**config.mk**
```make
export PLATFORM = sky130hd
export DESIGN_NAME = alu_exec_unit
export DESIGN_NICKNAME = d
export VERILOG_FILES = /design/src/rtl/alu_pkg.sv /design/src/rtl/alu_core.sv /design/src/rtl/alu_exec_unit.sv
export SDC_FILE = /design/constraint.sdc
export NUM_CORES = 1
export LEC_CHECK = 0
export BUFFER_PORTS_ARGS = -buffer_cell sky130_fd_sc_hd__buf_2
export CAP_MARGIN = 10
export CORE_ASPECT_RATIO = 1.75
export CORE_MARGIN = 1
export CORE_UTILIZATION = 35
export DETAILED_ROUTE_END_ITERATION = 8
export PLACE_DENSITY = 0.62
export SKIP_CTS_REPAIR_TIMING = 1
export SLEW_MARGIN = 20
export SYNTH_ARGS = -nofsm -noshare
export SYNTH_HDL_FRONTEND = slang
export SYNTH_SLANG_ARGS = --single-unit
```
**constraint.sdc**
```tcl
create_clock -name clk -period 5.1 [get_ports clk]
set_input_delay 0.51 -clock clk [delete_from_list [all_inputs] [get_ports clk]]
set_output_delay 0.51 -clock clk [all_outputs]
set_load 0.02 [all_outputs]
```
**src/rtl/alu_pkg.sv**
```systemverilog
// Shared ALU definitions: control codes used by the decoder and the
// execute stage, plus the execute-stage FSM state encoding.
package alu_pkg;

    localparam logic [2:0] ALU_ADD = 3'b000;
    localparam logic [2:0] ALU_SUB = 3'b001;
    localparam logic [2:0] ALU_AND = 3'b010;
    localparam logic [2:0] ALU_OR  = 3'b011;
    localparam logic [2:0] ALU_SLL = 3'b100;
    localparam logic [2:0] ALU_SLT = 3'b101;
    localparam logic [2:0] ALU_SRL = 3'b110;
    localparam logic [2:0] ALU_SRA = 3'b111;

    typedef enum logic [1:0] {
        ST_IDLE = 2'b00,
        ST_EXEC = 2'b01,
        ST_DONE = 2'b10
    } exec_state_e;

    // Shifts are iterated one bit per cycle; every other code finishes in one cycle.
    function automatic logic is_shift_op(input logic [2:0] op);
        return (op == ALU_SLL) || (op == ALU_SRL) || (op == ALU_SRA);
    endfunction

endpackage

```
**src/rtl/alu_core.sv**
```systemverilog
// Single-cycle combinational ALU for the non-shift operations.
// Shift codes produce zero here; the execute stage handles them iteratively.
module alu_core
    import alu_pkg::*;
#(
    parameter int WIDTH = 32
) (
    input  logic [2:0]       op_i,
    input  logic [WIDTH-1:0] a_i,
    input  logic [WIDTH-1:0] b_i,
    output logic [WIDTH-1:0] y_o
);

    logic [WIDTH-1:0] diff;
    logic             sub_ovf;
    logic             lt_signed;

    // Signed less-than: sign of (a-b) corrected by the subtraction overflow,
    // so extreme operands (e.g. max positive vs. min negative) compare correctly.
    always_comb begin
        diff      = a_i - b_i;
        sub_ovf   = (a_i[WIDTH-1] != b_i[WIDTH-1]) && (diff[WIDTH-1] != a_i[WIDTH-1]);
        lt_signed = diff[WIDTH-1] ^ sub_ovf;
    end

    // Operation select.
    always_comb begin
        y_o = '0;
        case (op_i)
            ALU_ADD: y_o = a_i + b_i;
            ALU_SUB: y_o = diff;
            ALU_AND: y_o = a_i & b_i;
            ALU_OR:  y_o = a_i | b_i;
            ALU_SLT: y_o = {{(WIDTH-1){1'b0}}, lt_signed};
            default: y_o = '0;
        endcase
    end

endmodule

```
**src/rtl/alu_exec_unit.sv**
```systemverilog
// Multi-cycle ALU execute stage with valid/ready handshakes on both sides.
// Add/sub/and/or/slt take one EXEC cycle; shifts step one bit per cycle.
//
//   state   | meaning
//   --------+----------------------------------------------------------
//   IDLE    | in_ready=1, waiting for a request; operands latched on accept
//   EXEC    | computing; shifts stay here while more than one bit remains
//   DONE    | out_valid=1, result/zero held until out_ready
module alu_exec_unit
    import alu_pkg::*;
#(
    parameter int WIDTH   = 32,
    parameter int SHAMT_W = 5
) (
    input  logic               clk,
    input  logic               rst_n,
    input  logic               in_valid,
    output logic               in_ready,
    input  logic [2:0]         alu_control,
    input  logic [WIDTH-1:0]   src_a,
    input  logic [WIDTH-1:0]   src_b,
    output logic               out_valid,
    input  logic               out_ready,
    output logic [WIDTH-1:0]   result,
    output logic               zero
);

    localparam logic [SHAMT_W-1:0] CNT_ONE = SHAMT_W'(1);

    exec_state_e        state_q, state_d;
    logic [2:0]         op_q, op_d;
    logic [WIDTH-1:0]   acc_q, acc_d;
    logic [WIDTH-1:0]   b_q, b_d;
    logic [SHAMT_W-1:0] cnt_q, cnt_d;
    logic [WIDTH-1:0]   result_q, result_d;
    logic               zero_q, zero_d;

    logic [WIDTH-1:0]   core_y;
    logic [WIDTH-1:0]   shift_step;
    logic               op_is_shift;
    logic               accept;

    // The accumulator still holds operand A during a non-shift EXEC cycle,
    // so it doubles as the core's A input.
    alu_core #(
        .WIDTH (WIDTH)
    ) u_core (
        .op_i (op_q),
        .a_i  (acc_q),
        .b_i  (b_q),
        .y_o  (core_y)
    );

    assign op_is_shift = is_shift_op(op_q);
    assign accept      = (state_q == ST_IDLE) && in_valid;

    // One-bit shift of the accumulator in the direction/fill the opcode selects.
    always_comb begin
        shift_step = acc_q;
        case (op_q)
            ALU_SLL: shift_step = {acc_q[WIDTH-2:0], 1'b0};
            ALU_SRL: shift_step = {1'b0, acc_q[WIDTH-1:1]};
            ALU_SRA: shift_step = {acc_q[WIDTH-1], acc_q[WIDTH-1:1]};
            default: shift_step = acc_q;
        endcase
    end

    // State register.
    always_ff @(posedge clk) begin
        if (!rst_n) begin
            state_q <= ST_IDLE;
        end else begin
            state_q <= state_d;
        end
    end

    // Next-state logic.
    always_comb begin
        state_d = state_q;
        case (state_q)
            ST_IDLE: begin
                if (in_valid) state_d = ST_EXEC;
            end
            ST_EXEC: begin
                if (!op_is_shift || (cnt_q <= CNT_ONE)) state_d = ST_DONE;
            end
            ST_DONE: begin
                if (out_ready) state_d = ST_IDLE;
            end
            default: state_d = ST_IDLE;
        endcase
    end

    // Handshake outputs decoded from state; the two are mutually exclusive.
    always_comb begin
        in_ready  = (state_q == ST_IDLE);
        out_valid = (state_q == ST_DONE);
    end

    // Datapath next values: operand capture on accept, iteration in EXEC.
    always_comb begin
        op_d     = op_q;
        acc_d    = acc_q;
        b_d      = b_q;
        cnt_d    = cnt_q;
        result_d = result_q;
        zero_d   = zero_q;

        if (accept) begin
            op_d  = alu_control;
            acc_d = src_a;
            b_d   = src_b;
            cnt_d = src_b[SHAMT_W-1:0];
        end else if (state_q == ST_EXEC) begin
            if (!op_is_shift) begin
                result_d = core_y;
                zero_d   = (core_y == '0);
            end else if (cnt_q > CNT_ONE) begin
                acc_d = shift_step;
                cnt_d = cnt_q - CNT_ONE;
            end else if (cnt_q == CNT_ONE) begin
                result_d = shift_step;
                zero_d   = (shift_step == '0);
                cnt_d    = '0;
            end else begin
                result_d = acc_q;
                zero_d   = (acc_q == '0);
            end
        end
    end

    // Datapath registers; zero is registered alongside result.
    always_ff @(posedge clk) begin
        if (!rst_n) begin
            op_q     <= ALU_ADD;
            acc_q    <= '0;
            b_q      <= '0;
            cnt_q    <= '0;
            result_q <= '0;
            zero_q   <= 1'b1;
        end else begin
            op_q     <= op_d;
            acc_q    <= acc_d;
            b_q      <= b_d;
            cnt_q    <= cnt_d;
            result_q <= result_d;
            zero_q   <= zero_d;
        end
    end

    assign result = result_q;
    assign zero   = zero_q;

endmodule
```
==> impl_metrics.toml <==
[status]
status = "finished with violations"
violations = "setup timing"

[die]
core_mm2 = 0.0307
die_w_um = 135
initial_core_util = 0.355
die_area_mm2 = 0.0319
dieHeight_um = 236
std_cell_rows = 85
ios = 106

[sta]
min_period_ns = 5.13
finalSetupViolations = 1
hold_viol_final = 0
maxSlewViolCount = 0
layout_setup_ws_ns = -0.0340
grt_setup_unrepaired = "yes"
fmax_ghz = 0.195
clock_skew_ns = 0.0170
min_period_over_period = 1.01
max_slew.worst_pin.slew_ns = 0.920
relSlewSlack = 0.386

[cts]
clock_path_buffers = 2
cts_tree = "yes"
ctsHtreeMaxLevel = 3
path_clk_slew_ns = 0.09
clock_sinks = 107
worstSkewPairLatency_ns = 0.41
cts_made_buffers = 9
root_buffer = "clkbuf_16"

[route]
vias_per_cell = 6.00
routed_wl_um = 48200
met3RoutedLength_um = 2500
drc = 0
routed.top_layer = "met4"
drt_pass1_iterations = 6
routed-wl-met2_um = 24400
drt_iter0_drc = 967
avgRoutedWirePerCell_um = 23.0
drt-met1-wl_um = 16900
vias = 12564
antenna_left = 0

[layout]
final_common_cell = "nand2_1"
n_antenna_cell = 0
final_cell_mix = "nand2_1, buf_4, nor2_1"
fin_util = 0.421
area_growth_syn_to_layout_pct = 18.6
drive_gt1_frac = 0.198
nets = 1881
fin_cells = 2095

[critical_path]
crit_fanout = 3
critPathRequiredTime_ns = 5.42
max_stage_delay_ns = 0.34
start_kind = "flip-flop"
cp_common_cell = "nor2_1"
slowest_stage = "dfxtp_2"
path_class = "flip-flop to flip-flop"
crit_arrival_ns = 5.45
endpoint_kind = "flip-flop"

[synth]
netlist_instances = 1554
ys_ff_latch = 107
netlist_area_mm2 = 0.0109
ys.flop_type = "dfxtp_1"
synth_edf_count = 0
ys_types = 80
async_reset_ff_frac = 0
yosysSeqAreaShare = 0.196
syn_nets = 1736
yosysWarnings = 0
synth_area_per_cell_um2 = 7.02

[pwr]
intPower_uw = 1900
seqPwrFrac = 0.284
ir_worst_vdd_mv = 0.178
clkPwrFrac = 0.223
switching_share = 0.448
power_density_mw_per_mm2 = 266
power.switching_uw = 1540
power.leakage_uw = 0.00530
combPwrFrac = 0.493

[global_routing]
grt_pass1_vias = 12468
grt_antenna_before_repair = 0
grt_use_total = 0.306
grt_first_pass_wirelength_um = 72800
grt_max_degree = 70
grt_overflow = 0

[placed_design]
placedCellCount = 2075
gp_congestion = 1.02
place_ws_ns = -0.365
hpwl_um = 36200
numPortBuffers = 105

[job]
maxCapViolCount = 0

[min_path]
min_path_type = "primary input to flip-flop"
[critical path: cells and delay by family, from the launching register on]
kind	cells	cell delay, ns
compound gates	11	1.76
simple gates	12	1.95
buf+inv	3	0.40
fa+ha+maj	2	0.57
flops	1	0.34
[final cells by class]
cell class / count / area [µm²]
multi-input combinational: 1220 / 7940
tap: 391 / 489
sequential: 107 / 2150
fill: 3225 / 17800
timing repair buffer: 256 / 1660
inverter: 105 / 394
clock buffer: 9 / 225
clock inverter: 7 / 77.6
[path summary, 6_finish.rpt]
path | end | cells past startpoint | start | slack [ns]
max | zero | 28 | b_q[2] | -0.03
min | acc_q[27] | 3 | src_a[27] | 0.34
max reg2reg | zero | 28 | b_q[2] | -0.03
min reg2reg | cnt_q[4] | 2 | cnt_q[4] | 0.49
[cells by family after synthesis]
group	Yosys count	synth area share
flops	107	0.196
fa+ha+maj	111	0.129
xor+xnor	21	0.0169
compound gates	555	0.338
simple gates	525	0.219
mux	8	0.00849
buf+inv	227	0.0916
[layer usage]
layer / vias up / GRT usage
met2: 547 / 0.538
li1: 5873 / -
met5: - / 0
met1: 5940 / 0.312
met3: 204 / 0.0452
met4: 0 / 0.263
[flip-flops by register name (all words and copies together) (netlist names)]
register and cells:
cnt_q 5, state_q 2, result 32, op_q 3
acc_q 32, zero 1, b_q 32
[cell usage after synthesis (12+ instances only)]
master    number  area, µm²
nand2b_1      18        113
o21ai_0      115        576
a21boi_0      39        293
a221o_1       20        200
buf_1         15       56.3
nand4_1       16        100
nor4_1        29        181
dfxtp_1      107       2140
clkbuf_1      86        323
xnor2_1       18        158
inv_1        105        394
nor2_1       150        563
a21oi_1      139        696
a22oi_1       28        210
a221oi_1      14        123
nand3_1       17       85.1
nor2b_1       14       87.6
o211ai_1      45        338
a21o_1        12       90.1
nand2_1      199        747
a211oi_1      38        285
nor3_1        35        175
ha_1         108       1350
[per-stage QoR]
step | TNS, ns | total power [µW] | area, µm² | hold WS, ns
after floorplan | 0 | 1960 | 10900 | 0.446
after global placement | -0.129 | 2590 | 12400 | 0.462
after detailed placement | -0.365 | 2600 | 12400 | 0.477
after CTS | -0.426 | 3370 | 12700 | 0.334
after global routing | -0.384 | 3610 | 12900 | 0.327
final | -0.0340 | 3440 | 12900 | 0.335
[power by group through the flow]
stage	Clock, µW	Combinational [µW]	Sequential (µW)
finish	767	1690	976
global route	812	1820	985
CTS	785	1610	974
detailed placement	0	1600	993
global placement	0	1600	991
floorplan	0	946	1010
Power figures use the tool's default switching activity.
